[config.mk]
export PLATFORM = sky130hd
export DESIGN_NAME = mem_port_arb_flat
export DESIGN_NICKNAME = d
export VERILOG_FILES = /design/src/rtl/mem_port_arb_if.sv /design/src/rtl/mem_port_arb.sv /design/src/flat_wrapper.sv
export SDC_FILE = /design/constraint.sdc
export NUM_CORES = 1
export LEC_CHECK = 0
export CORE_AREA = 5 5 195 197
export DETAILED_ROUTE_END_ITERATION = 6
export DIE_AREA = 0 0 200 202
export GPL_ROUTABILITY_DRIVEN = 0
export MAX_ROUTING_LAYER = met4
export SLEW_MARGIN = 10
export SYNTH_ARGS = -nofsm -noshare
export SYNTH_HDL_FRONTEND = slang
export SYNTH_SLANG_ARGS = --single-unit
[constraint.sdc]
create_clock -name clk -period 3.3 [get_ports clk]
set_input_delay 0.33 -clock clk [delete_from_list [all_inputs] [get_ports clk]]
set_output_delay 0.33 -clock clk [all_outputs]
set_load 0.05 [all_outputs]
[src/rtl/mem_port_arb_if.sv]
// Bundle of the fetch, EX load/store and SRAM signals seen by the memory port arbiter.
// The slave modport is the arbiter's view; master is the pipeline/SRAM side.
interface mem_port_arb_if;
  logic        inst_req;
  logic [63:0] inst_addr;
  logic [31:0] inst_rdata;
  logic        inst_rvalid;
  logic        data_sram_en;
  logic [7:0]  data_sram_we;
  logic [63:0] data_sram_addr;
  logic [63:0] data_sram_wdata;
  logic [63:0] data_rdata;
  logic        data_rvalid;
  logic        flush;
  logic        mem_en;
  logic [7:0]  mem_we;
  logic [63:0] mem_addr;
  logic [63:0] mem_wdata;
  logic [63:0] mem_rdata;
  logic        stallreq_if;
  logic        stallreq_ex;

  modport slave (
    input  inst_req, inst_addr, data_sram_en, data_sram_we, data_sram_addr, data_sram_wdata,
    input  flush, mem_rdata,
    output inst_rdata, inst_rvalid, data_rdata, data_rvalid,
    output mem_en, mem_we, mem_addr, mem_wdata, stallreq_if, stallreq_ex
  );

  modport master (
    output inst_req, inst_addr, data_sram_en, data_sram_we, data_sram_addr, data_sram_wdata,
    output flush, mem_rdata,
    input  inst_rdata, inst_rvalid, data_rdata, data_rvalid,
    input  mem_en, mem_we, mem_addr, mem_wdata, stallreq_if, stallreq_ex
  );
endinterface

[src/rtl/mem_port_arb.sv]
// Arbiter for the single-ported unified SRAM shared by instruction fetch and EX load/store.
// Data has priority; a starvation counter forces fetch through after STARVE_MAX losses.
module mem_port_arb #(
  parameter int unsigned STARVE_MAX = 4,
  parameter int unsigned CNT_W      = 3
) (
  input logic           clk,
  input logic           rst_n,
  mem_port_arb_if.slave bus
);

  typedef enum logic [1:0] {OwnNone, OwnInst, OwnData} owner_e;

  localparam logic [CNT_W-1:0] StarveMax = CNT_W'(STARVE_MAX);

  owner_e           owner_q, owner_d;
  logic             lane_q, lane_d;
  logic [CNT_W-1:0] starve_cnt_q, starve_cnt_d;

  logic inst_live;
  logic force_inst;
  logic grant_inst;
  logic grant_data;

  // A fetch in a flush cycle is on the wrong path: it neither competes nor stalls.
  assign inst_live  = bus.inst_req & ~bus.flush;
  assign force_inst = (starve_cnt_q == StarveMax);
  assign grant_data = bus.data_sram_en & ~(force_inst & inst_live);
  assign grant_inst = inst_live & ~grant_data;

  assign bus.stallreq_if = inst_live & ~grant_inst;
  assign bus.stallreq_ex = bus.data_sram_en & ~grant_data;

  always_comb begin
    bus.mem_en    = 1'b0;
    bus.mem_we    = 8'h00;
    bus.mem_addr  = 64'h0;
    bus.mem_wdata = 64'h0;
    if (grant_data) begin
      bus.mem_en    = 1'b1;
      bus.mem_we    = bus.data_sram_we;
      bus.mem_addr  = bus.data_sram_addr;
      bus.mem_wdata = bus.data_sram_wdata;
    end else if (grant_inst) begin
      bus.mem_en   = 1'b1;
      bus.mem_addr = {bus.inst_addr[63:3], 3'b000};
    end
  end

  always_comb begin
    owner_d      = OwnNone;
    lane_d       = bus.inst_addr[2];
    starve_cnt_d = starve_cnt_q;
    if (grant_inst) begin
      owner_d = OwnInst;
    end else if (grant_data && (bus.data_sram_we == 8'h00)) begin
      owner_d = OwnData;
    end
    if (grant_inst || !bus.inst_req || bus.flush) begin
      starve_cnt_d = '0;
    end else if (starve_cnt_q != StarveMax) begin
      starve_cnt_d = starve_cnt_q + CNT_W'(1);
    end
  end

  always_ff @(posedge clk or negedge rst_n) begin
    if (!rst_n) begin
      owner_q      <= OwnNone;
      lane_q       <= 1'b0;
      starve_cnt_q <= '0;
    end else begin
      owner_q      <= owner_d;
      lane_q       <= lane_d;
      starve_cnt_q <= starve_cnt_d;
    end
  end

  // A flush in the response cycle kills a fetch response; loads always return.
  always_comb begin
    bus.inst_rvalid = 1'b0;
    bus.inst_rdata  = 32'h0;
    bus.data_rvalid = 1'b0;
    bus.data_rdata  = 64'h0;
    unique case (owner_q)
      OwnInst: begin
        if (!bus.flush) begin
          bus.inst_rvalid = 1'b1;
          bus.inst_rdata  = lane_q ? bus.mem_rdata[63:32] : bus.mem_rdata[31:0];
        end
      end
      OwnData: begin
        bus.data_rvalid = 1'b1;
        bus.data_rdata  = bus.mem_rdata;
      end
      default: ;
    endcase
  end

endmodule

[src/flat_wrapper.sv]
// flat-port wrapper written by rule: the top's interface ports become plain ports
module mem_port_arb_flat 
#(
  parameter int unsigned STARVE_MAX = 4,
  parameter int unsigned CNT_W      = 3
)
  (clk, rst_n, bus_inst_req, bus_inst_addr, bus_data_sram_en, bus_data_sram_we, bus_data_sram_addr, bus_data_sram_wdata, bus_flush, bus_mem_rdata, bus_inst_rdata, bus_inst_rvalid, bus_data_rdata, bus_data_rvalid, bus_mem_en, bus_mem_we, bus_mem_addr, bus_mem_wdata, bus_stallreq_if, bus_stallreq_ex);
  mem_port_arb_if bus_i ();
  input logic clk;
  input logic rst_n;
  input wire logic [$bits(bus_i.inst_req)-1:0] bus_inst_req;
  input wire logic [$bits(bus_i.inst_addr)-1:0] bus_inst_addr;
  input wire logic [$bits(bus_i.data_sram_en)-1:0] bus_data_sram_en;
  input wire logic [$bits(bus_i.data_sram_we)-1:0] bus_data_sram_we;
  input wire logic [$bits(bus_i.data_sram_addr)-1:0] bus_data_sram_addr;
  input wire logic [$bits(bus_i.data_sram_wdata)-1:0] bus_data_sram_wdata;
  input wire logic [$bits(bus_i.flush)-1:0] bus_flush;
  input wire logic [$bits(bus_i.mem_rdata)-1:0] bus_mem_rdata;
  output wire logic [$bits(bus_i.inst_rdata)-1:0] bus_inst_rdata;
  output wire logic [$bits(bus_i.inst_rvalid)-1:0] bus_inst_rvalid;
  output wire logic [$bits(bus_i.data_rdata)-1:0] bus_data_rdata;
  output wire logic [$bits(bus_i.data_rvalid)-1:0] bus_data_rvalid;
  output wire logic [$bits(bus_i.mem_en)-1:0] bus_mem_en;
  output wire logic [$bits(bus_i.mem_we)-1:0] bus_mem_we;
  output wire logic [$bits(bus_i.mem_addr)-1:0] bus_mem_addr;
  output wire logic [$bits(bus_i.mem_wdata)-1:0] bus_mem_wdata;
  output wire logic [$bits(bus_i.stallreq_if)-1:0] bus_stallreq_if;
  output wire logic [$bits(bus_i.stallreq_ex)-1:0] bus_stallreq_ex;
  assign bus_i.inst_req = bus_inst_req;
  assign bus_i.inst_addr = bus_inst_addr;
  assign bus_i.data_sram_en = bus_data_sram_en;
  assign bus_i.data_sram_we = bus_data_sram_we;
  assign bus_i.data_sram_addr = bus_data_sram_addr;
  assign bus_i.data_sram_wdata = bus_data_sram_wdata;
  assign bus_i.flush = bus_flush;
  assign bus_i.mem_rdata = bus_mem_rdata;
  assign bus_inst_rdata = bus_i.inst_rdata;
  assign bus_inst_rvalid = bus_i.inst_rvalid;
  assign bus_data_rdata = bus_i.data_rdata;
  assign bus_data_rvalid = bus_i.data_rvalid;
  assign bus_mem_en = bus_i.mem_en;
  assign bus_mem_we = bus_i.mem_we;
  assign bus_mem_addr = bus_i.mem_addr;
  assign bus_mem_wdata = bus_i.mem_wdata;
  assign bus_stallreq_if = bus_i.stallreq_if;
  assign bus_stallreq_ex = bus_i.stallreq_ex;
  mem_port_arb #(.STARVE_MAX(STARVE_MAX), .CNT_W(CNT_W)) u_core (.clk(clk), .rst_n(rst_n), .bus(bus_i));
endmodule
After elaboration in Yosys (flattened, before gate mapping)
Cells that the tools add are included.
{"block": "totals", "ram_bits": 0, "latch_bits": 0, "register_bits": 6, "output_inout_bits": 237, "mem_bits_ro": 0, "n_memories": 0, "wordCells": 41}
{"block": "classes", "eq_ne": 4, "magnitude_cmp": 0, "n_div": 0, "n_reduce_logical": 6, "bitwise_logic": 10, "n_mul": 0, "mux": 17, "n_addsub": 1, "shift": 0}
{"op": "$mux W64", "count": 4}
{"op": "$mux W32", "count": 3}
{"op": "$logic_not A8 Y1", "count": 1}
{"op": "$mux W8", "count": 1}
{"op": "$and A1 B1 Y1", "count": 6}
{"op": "$mux W3", "count": 2}
{"op": "$mux W1", "count": 5}
{"op": "$mux W2", "count": 2}
{"op": "$not A1 Y1", "count": 4}
{"op": "$add A3 B1 Y3 const B", "count": 1}
{"op": "$eq A3 B3 Y1 const B", "count": 1}
{"op": "$ne A3 B3 Y1 const B", "count": 1}
{"op": "$eq A2 B1 Y1 const B", "count": 1}
{"op": "$eq A2 B2 Y1 const B", "count": 1}
{"op": "$logic_or A1 B1 Y1", "count": 2}
{"op": "$reduce_bool A2 Y1", "count": 1}
{"op": "$logic_and A1 B1 Y1", "count": 1}
{"op": "$logic_not A1 Y1", "count": 1}

Logic depth before layout (Yosys ltp)
Gate-level depths: netlist (run 1).
{"block": "logic_depth", "ltp_word": 10, "depth_mapped": 6, "mapped_depth_nobuf": 4}

Worst setup path after synthesis (run 1)
Ideal clock, no wire load.
{"block": "synth_path", "path_type": "reg2out", "start": "register u_core.starve_cnt_q[0]", "end": "output port bus_mem_addr[24]", "setup_slack_ns": 1.101, "arrival_time_ns": 1.869, "path_stages_with_launch": 7, "required_ns": 2.970, "n_path_buf": 2, "path_cell_list": "dfrtp_1 inv_1 ha_1 and4b_1 buf_6 buf_6 o22ai_1"}
{"block": "synth_between", "elab_chain_cells": 8}
{"item": "from (decl)", "line_no": "mem_port_arb.sv:18", "rtl": "logic [CNT_W-1:0] starve_cnt_q, starve_cnt_d;"}
{"item": "from (signal assigned)", "line_no": "mem_port_arb.sv:74", "rtl": "starve_cnt_q <= starve_cnt_d;"}
{"item": "$eq A3 B3 Y1 (*)", "line_no": "mem_port_arb.sv:27", "rtl": "assign force_inst = (starve_cnt_q == StarveMax);"}
{"item": "$and A1 B1 Y1 (*)", "line_no": "mem_port_arb.sv:28", "rtl": "assign grant_data = bus.data_sram_en & ~(force_inst & inst_live);"}
{"item": "$not A1 Y1 (*)", "line_no": "mem_port_arb.sv:28"}
{"item": "$and A1 B1 Y1 (*)", "line_no": "mem_port_arb.sv:28"}
{"item": "$not A1 Y1", "line_no": "mem_port_arb.sv:29", "rtl": "assign grant_inst = inst_live & ~grant_data;"}
{"item": "$and A1 B1 Y1", "line_no": "mem_port_arb.sv:29"}
{"item": "$mux W64", "line_no": "mem_port_arb.sv:44", "rtl": "end else if (grant_inst) begin"}
{"item": "$mux W64 (*)", "line_no": "mem_port_arb.sv:39", "rtl": "if (grant_data) begin"}
{"item": "to (decl)", "line_no": "flat_wrapper.sv:25", "rtl": "output wire logic [$bits(bus_i.mem_addr)-1:0] bus_mem_addr;"}
Every way passes the cells marked *; elsewhere a longest branch is shown, timed or not.

Worst setup path in the final report (run 1)
{"block": "layout_path", "start": "register u_core.owner_q[1]", "end": "output port bus_inst_rdata[28]"}
{"block": "layout_between", "elab_chain_cells": 2}
{"item": "from (decl)", "line_no": "mem_port_arb.sv:16", "rtl": "owner_e owner_q, owner_d;"}
{"item": "from (signal assigned)", "line_no": "mem_port_arb.sv:68", "rtl": "owner_q <= OwnNone;"}
{"item": "from (signal assigned)", "line_no": "mem_port_arb.sv:72", "rtl": "owner_q <= owner_d;"}
{"item": "$eq A2 B1 Y1", "line_no": "mem_port_arb.sv:84", "rtl": "unique case (owner_q)"}
{"item": "$mux W32", "line_no": "mem_port_arb.sv:84"}
{"item": "to (decl)", "line_no": "flat_wrapper.sv:19", "rtl": "output wire logic [$bits(bus_i.inst_rdata)-1:0] bus_inst_rdata;"}
No other way between the ends.

==> metrics, run 1 <==
mapped cell area 0.00324 mm²; vias per inst 3.81; first-pass GRT wire length approximately 33000 µm; Reg2Reg Depth 5; register area share after synthesis 0.0464; crit path kind reg -> out; crit-path max cell delay 0.83 ns; # Post-CTS Setup Buffers 0; Nets about 1200; share of layout cells above drive strength 1 0.206; critical path required time between 2 and 3 ns; Slew headroom 0.279; worst slew pin tran around 1.1 ns; Iteration-0 DRC Markers between 100 and 150; Net Count, Synth roughly 750; min cycle time layout ~2.8 ns; RSZ-0062 raised after global routing false; final setup fails 0; period utilization 0.858; total CTS buffers 3; HP Class in -> async; drt pass-1 iters 4; largest net degree at the start of global routing between 100 and 150; hold buffer count at CTS 0; Die Y-Extent just over 200 µm; CTS max path bufs 2; Std-Cell Rows 70; wire per inst between 15 and 20 µm; CTS resizes 0; worst clock skew around 0.0014 ns; Vias 5365; Die Footprint about 0.040 mm²; Place WS between 0.5 and 0.6 ns; vias in the first global route between 5000 and 6000; core area 0.0361 mm²; antenna violations before repair 2; DPL Wire Length roughly 20000 µm; Seq cells post-synth 6; maximum clock frequency 353 MHz; status finished, final reports clean; number of I/O pins ~510; CP top delay family simple AND/OR/NAND/NOR gates; Starting Density 0.0897; CTS HTree Levels 1; commonest cells after routing, fill and taps aside clkdlybuf4s50_1 (356), buf_4 (156), and3_1 (75); WP depth 3; Die Width ~200 µm; clk slew on worst S/H paths about 0.040 ns; most common cell after layout, fill and taps aside clkdlybuf4s50_1; final WL 23700 µm; PwrDens about 180 mW/mm²; total gr overflow 0; Setup TNS 0 ns; CTS Sinks 6; slowest CP cell clkdlybuf4s50_1; Final ANT Viol Nets 0; gr usage total 0.106; Max-Cap Viols 0; CP arrival approximately 2.5 ns; port buffer count ~500; Netlist cell types 27; Final Hold Viols 0; top cells by area, synth and3_1 (15%), nand3b_1 (14%), and2_1 (13%); crit-path cells or3b_1 -> nor2_1 -> clkdlybuf4s50_1; later-pin clock latency in the skew report around 0.23 ns; CTS tree yes; # DRC 0; Synth area leader and3_1; CP Launch Type flip-flop; warnings from Yosys 0; final setup margin 0.468 ns; Critical path buffers and inverters 1; top-area cell type share of the netlist area 0.145; Setup crit end kind output port; Area Growth Syn to Fin 157%; IR drop worst, VDD a little under 0.0001 V; Post-Syn Area per Cell ~6.7 µm²; Mapped Cells about 480; max-slew violation count 0; leakage power between 3 and 4 nW; Root Driver clkbuf_16; CP max FO 30
through the flow:
stage	cells	power [mW]	util	hold WS [ns]	instance area, µm²
after floorplan	482	0.693	-	0.0344	3240
after global placement	1401	1.26	0.228	0.459	8240
after detailed placement	1401	1.27	0.228	0.464	8240
after CTS	1405	1.48	0.231	0.400	8320
after global routing	1407	1.53	0.231	0.425	8330
final	1408	1.46	0.231	0.384	8330
routing by layer:
metal / wire length (µm) / up-vias / track usage
li1: - / 2602 / -
met1: 8840 / 2451 / 0.115
met2: 12000 / 294 / 0.197
met3: 2360 / 18 / 0.0232
met5: 0 / - / -
met4: 499 / 0 / 0.0252
worst paths after layout:
check	startpoint	end	slack, ns
hold reg to reg	u_core.starve_cnt_q[0]$_DFFE_PN0P_	u_core.starve_cnt_q[0]$_DFFE_PN0P_	0.46
hold / removal	rst_n	u_core.owner_q[0]$_DFF_PN0_	0.38
setup / recovery	u_core.owner_q[1]$_DFF_PN0_	bus_inst_rdata[28]	0.47
max in group asynchronous	rst_n	u_core.lane_q$_DFF_PN0_	2.63
min in group clk	u_core.starve_cnt_q[0]$_DFFE_PN0P_	u_core.starve_cnt_q[0]$_DFFE_PN0P_	0.46
setup reg to reg	u_core.starve_cnt_q[0]$_DFFE_PN0P_	u_core.owner_q[1]$_DFF_PN0_	1.51
final cells by class:
| cell class | instances | area (µm²) |
|---|---|---|
| clock buffers | 4 | 78.8 |
| well taps | 468 | 586 |
| repair buffers | 516 | 4780 |
| flip-flops and latches | 6 | 151 |
| diodes | 3 | 7.51 |
| inverters | 3 | 11.3 |
| fillers | 4022 | 27800 |
| multi-input cells | 408 | 2710 |
power by group:
part / leakage, nW / switching (mW) / internal (mW)
Clock: 0.0382 / 0.0421 / 0.160
Sequential: 0.0795 / 0.00277 / 0.0759
Combinational: 3.44 / 0.652 / 0.528
Total: 3.56 / 0.697 / 0.764
cells by family (layout without fill, tap and decap cells):
logic type	Yosys count	after routing	share of synthesized area
AND/OR/NAND/NOR	311	311	0.555
flip-flops	6	6	0.0464
adder cells (fa/ha/maj)	2	2	0.00773
buffers and inverters	68	523	0.119
other	0	3	0
AO/OA/AOI/OAI	62	62	0.170
XOR/XNOR	1	1	0.00271
multiplexers	32	32	0.0990
cell usage after synthesis, drive strengths merged:
| library cell | instances |
|---|---|
| or3b | 1 |
| a21boi | 1 |
| nand2 | 62 |
| o22ai | 61 |
| ha | 2 |
| mux2i | 32 |
| buf | 30 |
| nor3 | 2 |
| nor2b | 1 |
| nand3b | 62 |
| nor3b | 1 |
| and3 | 75 |
| nor4 | 2 |
| clkbuf | 35 |
| nand2b | 2 |
| and4b | 1 |
| xnor2 | 1 |
| and4 | 1 |
| and2 | 65 |
| nor2 | 35 |
| dfrtp | 6 |
| inv | 3 |
| nand4b | 1 |
sequential cells by signal, indices dropped and copies added (netlist names):
name	cells
u_core.lane_q	1
u_core.starve_cnt_q	3
u_core.owner_q	2
worst reg2reg max path: cells and delay by family (launching register included):
| kind | cells | cell delay, ns |
|---|---|---|
| adder cells (fa/ha/maj) | 1 | 0.28 |
| buffers and inverters | 2 | 0.55 |
| flip-flops | 1 | 0.36 |
| AND/OR/NAND/NOR | 2 | 0.51 |
Power figures use the tool's default switching activity.
==> run 2, diff against run 1 <==
Settings changed: CTS_BUF_LIST set to sky130_fd_sc_hd__clkbuf_16.
==> run 2 against run 1 <==
Net effect:
- combinational power about the same
- core utilization unchanged
- maximum frequency about the same
- critical path depth unchanged
- setup slack about the same
- power down 0.20%
- sequential power about the same
- clock power about the same
- clock-buffer cell count down 1
- non-clock buffer count unchanged
==> metrics, run 2 (synthesis gave the netlist of run 1 again) <==
# DRC 0 (unchanged); CTS max path bufs 2 (unchanged); Max-Cap Viols 0 (unchanged); fin util 0.231 (unchanged); Die Width 200 µm (unchanged); CP Launch Type flip-flop; antenna violations before repair 2 (unchanged); port buffer count 503 (unchanged); vias in the first global route 5517 (unchanged); Non-Filler Instances 1408 (unchanged); Setup TNS 0 ns (unchanged); PwrDens 175 mW/mm² (-0.20%); largest net degree at the start of global routing 105 (unchanged); max-slew violation count 0 (unchanged); Root Driver clkbuf_16; CP max FO 30 (unchanged); Setup crit end kind output port; Std-Cell Rows 70 (unchanged); commonest cells after routing, fill and taps aside clkdlybuf4s50_1 (356), buf_4 (156), and3_1 (75); clk slew on worst S/H paths 0.04 ns (about the same); final WL 23700 µm (about the same); drt pass-1 iters 4 (unchanged); total CTS buffers 3 (unchanged); Final ANT Viol Nets 0 (unchanged); worst slew pin tran 1.08 ns (+0.00000212 ns); Iteration-0 DRC Markers 149 (unchanged); DPL Wire Length 19900 µm (unchanged); Slew headroom 0.279 (about the same); IR drop worst, VDD 0.0000971 V (about the same); most common cell after layout, fill and taps aside clkdlybuf4s50_1; maximum clock frequency 353 MHz (about the same); Starting Density 0.0897 (unchanged); most flop-heavy register u_core.starve_cnt_q; number of I/O pins 506 (unchanged); crit-path cells or3b_1 -> nor2_1 -> clkdlybuf4s50_1; Vias 5357 (-0.15%); Reg2Reg Depth 5 (unchanged); wire per inst 16.8 µm (about the same); crit-path max cell delay 0.83 ns (about the same); min cycle time layout 2.83 ns (+0.000394 ns); status finished, final reports clean; period utilization 0.858 (about the same); critical path required time 2.97 ns (about the same); slowest CP cell clkdlybuf4s50_1; Final Hold Viols 0 (unchanged); worst clock skew 0.00174 ns (+0.000297 ns); CTS tree yes; core area 0.0361 mm² (unchanged); dpl cells 1401 (unchanged); # Post-CTS Setup Buffers 0 (unchanged); final setup fails 0 (unchanged); R2R Path Start u_core.starve_cnt_q[0]$_DFFE_PN0P_; origin of the worst setup path u_core.owner_q[1]$_DFF_PN0_; hold buffer count at CTS 0 (unchanged); share of layout cells above drive strength 1 0.206 (unchanged); crit path kind reg -> out; Die Footprint 0.0404 mm² (unchanged); worst reg2reg setup slack 1.51 ns (about the same); leakage power 3.56 nW (+0.12%); vias per inst 3.80 (-0.15%); first-pass GRT wire length 33100 µm (unchanged); gr usage total 0.106 (unchanged); HP Class in -> async; RSZ-0062 raised after global routing false; FF-to-FF End u_core.owner_q[1]$_DFF_PN0_; later-pin clock latency in the skew report 0.23 ns (about the same); Nets 1209 (unchanged); max reg flops 3 (unchanged); Die Y-Extent 202 µm (unchanged); Area Growth Syn to Fin 157% (unchanged); CTS Sinks 6 (unchanged); total gr overflow 0 (unchanged); biggest regs u_core.starve_cnt_q x3, u_core.owner_q x2, u_core.lane_q x1; CTS resizes 0 (unchanged); CP arrival 2.50 ns (about the same); CTS HTree Levels 1 (unchanged)
## run 2: cell types whose count changed in the layout (fill, tap and decap cells not counted), sizes merged
cell,change
inv,+1
clkbuf,-1
## run 2: how the worst max path moves through the flow
stage,to
finish,bus_inst_rdata[28]
floorplan,bus_mem_addr[24]
CTS,bus_inst_rdata[28]
global placement,bus_inst_rdata[6]
global route,bus_inst_rdata[28]
detailed placement,bus_inst_rdata[28]
## run 2: area by class of cell
type | instances | area [µm²]
fillers | 4022 | 27800
repair buffers | 516 | 4780
multi-input cells | 408 | 2710
well taps | 468 | 586
flip-flops and latches | 6 | 151
clock buffers | 3 | 75.1
inverters | 3 | 11.3
diodes | 3 | 7.51
clock inverters | 1 | 3.75
## run 2: stage by stage
| stage | power (mW) | area (µm²) | worst slack [ns] | hold slack, ns |
|---|---|---|---|---|
| CTS | 1.48 | 8320 | 0.457 | 0.400 |
| detailed placement | 1.27 | 8240 | 0.555 | 0.464 |
| finish | 1.46 | 8330 | 0.468 | 0.384 |
| global placement | 1.26 | 8240 | 0.618 | 0.459 |
| global route | 1.52 | 8330 | 0.342 | 0.425 |
| floorplan | 0.693 | 3240 | 1.10 | 0.0344 |
## run 2: critical path: cells and delay by family, from the launching register on
family                 cells  cell delay [ns]
AND/OR/NAND/NOR            2             1.07
flip-flops                 1             0.36
buffers and inverters      1             0.83
## run 2: routing by layer
layer / global-route usage / wire [µm]
met1: 0.115 / 8850
met2: 0.197 / 12000
met3: 0.0232 / 2350
met4: 0.0252 / 499
met5: - / 0
## run 2: power breakdown
group	total [mW]	switching (mW)	internal [mW]
Clock	0.200	0.0424	0.157
Sequential	0.0787	0.00277	0.0759
Combinational	1.18	0.652	0.528
==> run 3, diff against run 2 <==
Settings changed: PLACE_DENSITY set to 0.36.
==> run 3 against run 2 <==
Net effect:
- setup slack worse by 0.13 ns
- flip-flop and latch count did not move
- critical path depth is 3 higher
- core utilization barely moved
- power increased by 0.15%
- via count rose by 0.26%
- final cell count increased by 0.14%
- clock power hardly changed
- critical path type unchanged
- critical endpoint is now bus_mem_addr[35]
==> metrics, run 3 (synthesis gave the netlist of run 1 again) <==
most flop-heavy register u_core.starve_cnt_q; period utilization 0.899 (+0.0409); met1 capacity usage during global routing 0.128 (+0.0127); Non-Filler Instances 1410 (+0.14%); worst clock skew 0.00408 ns (+0.00234 ns); status finished, final reports clean; fin util 0.231 (about the same); # DRC 0 (unchanged); Slew headroom 0.548 (+0.269); clk slew on worst S/H paths 0.04 ns (about the same); CTS HTree Levels 1 (unchanged); port buffer count 503 (unchanged); R2R Path Start u_core.starve_cnt_q[0]$_DFFE_PN0P_; Setup TNS 0 ns (unchanged); total CTS buffers 3 (unchanged); max-slew violation count 0 (unchanged); met2 Usage GRT 0.217 (+0.0208); antenna violations before repair 2 (unchanged); origin of the worst setup path u_core.starve_cnt_q[0]$_DFFE_PN0P_; maximum clock frequency 337 MHz (-4.5%); Starting Density 0.0897 (unchanged); most common cell after layout, fill and taps aside clkdlybuf4s50_1; Place WS 0.511 ns (-0.0445 ns); PwrDens 175 mW/mm² (+0.12%); max reg flops 3 (unchanged); CTS max path bufs 2 (unchanged); Root Driver clkbuf_16; Iteration-0 DRC Markers 128 (-14%); met3 Resource Use GR 0.0240 (+0.000833); Final ANT Viol Nets 0 (unchanged); biggest regs u_core.starve_cnt_q x3, u_core.owner_q x2, u_core.lane_q x1; crit path kind reg -> out; worst reg2reg setup slack 1.81 ns (+0.30 ns); later-pin clock latency in the skew report 0.23 ns (about the same); Max-Cap Viols 0 (unchanged); gr usage total 0.115 (+0.00840); critical path required time 2.97 ns (about the same); number of I/O pins 506 (unchanged); Std-Cell Rows 70 (unchanged); Area Growth Syn to Fin 158% (about the same); Post-Layout Inst Area 0.00833 mm² (about the same); first-pass GRT wire length 35100 µm (+6.1%); Nets 1212 (+0.25%); Reg2Reg Depth 4 (-1); Setup crit end kind output port; CTS resizes 0 (unchanged); RSZ-0062 raised after global routing false; GRT busiest layer met2; # Post-CTS Setup Buffers 0 (unchanged); CP max FO 46 (+53%); Final Hold Viols 0 (unchanged); vias per inst 3.81 (+0.12%); CTS tree yes; Vias 5371 (+0.26%); final setup margin 0.333 ns (-0.135 ns); HP Class in -> async; leakage power 3.63 nW (+1.9%); Die Width 200 µm (unchanged); final WL 25700 µm (+8.4%); total gr overflow 0 (unchanged); FF-to-FF End u_core.owner_q[0]$_DFF_PN0_; CTS Sinks 6 (unchanged); Placed Area 0.00825 mm² (about the same); CP Launch Type flip-flop; vias in the first global route 5443 (-1.3%); min cycle time layout 2.97 ns (+0.135 ns); hold buffer count at CTS 0 (unchanged); IR drop worst, VDD 0.000137 V (+41%); share of layout cells above drive strength 1 0.229 (+0.0227); largest net degree at the start of global routing 77 (-27%); Die Y-Extent 202 µm (unchanged); dpl cells 1404 (+0.21%); core area 0.0361 mm² (unchanged); final setup fails 0 (unchanged); drt pass-1 iters 4 (unchanged); CP arrival 2.64 ns (+0.14 ns); worst slew pin tran 0.677 ns (-0.405 ns); wire per inst 18.2 µm (+8.2%); commonest cells after routing, fill and taps aside clkdlybuf4s50_1 (337), buf_4 (176), and3_1 (75); DPL Wire Length 21100 µm (+6.2%); Die Footprint 0.0404 mm² (unchanged)
run 3: cell types whose count changed in the layout (fill, tap and decap cells not counted), sizes merged:
cell,delta
clkdlybuf4s50,-19
buf,+22
diode,-1
run 3: how the worst max path moves through the flow:
stage                                  end  cells past startpoint
final                     bus_mem_addr[35]                      6
after global routing      bus_mem_addr[35]                      6
after CTS                 bus_mem_addr[35]                      6
after detailed placement  bus_mem_addr[35]                      6
after global placement    bus_mem_addr[51]                      6
after floorplan           bus_mem_addr[24]                      6
run 3: layout make-up:
| class | count | area [µm²] |
|---|---|---|
| flip-flops and latches | 6 | 151 |
| well taps | 468 | 586 |
| inverters | 3 | 11.3 |
| multi-input cells | 408 | 2720 |
| diodes | 2 | 5.00 |
| clock inverters | 1 | 3.75 |
| fillers | 4038 | 27800 |
| clock buffers | 3 | 75.1 |
| repair buffers | 519 | 4780 |
run 3: stage by stage:
stage	hold slack [ns]	total power, mW
floorplan	0.0344	0.693
global placement	0.463	1.28
detailed placement	0.464	1.27
CTS	0.383	1.48
global route	0.409	1.53
finish	0.362	1.46
run 3: routing by layer:
metal / wire length, µm / share of wire
met5: 0 / 0
met4: 136 / 0.0053
met2: 13400 / 0.52
met1: 9730 / 0.38
met3: 2400 / 0.093
run 3: critical path, cell delays in order, from the launching register on:
cell	delay, ns
dfrtp_1	0.38
inv_1	0.06
ha_1	0.28
and4b_2	0.58
buf_4	0.61
o22ai_1	0.21
buf_4	0.22
run 3: where the power goes:
part           switching [mW]  internal, mW  leakage (nW)  total (mW)
Sequential            0.00662        0.0758        0.0795      0.0824
Combinational           0.650         0.528          3.51        1.18
Clock                  0.0430         0.157        0.0423       0.200
Total                   0.699         0.761          3.63        1.46
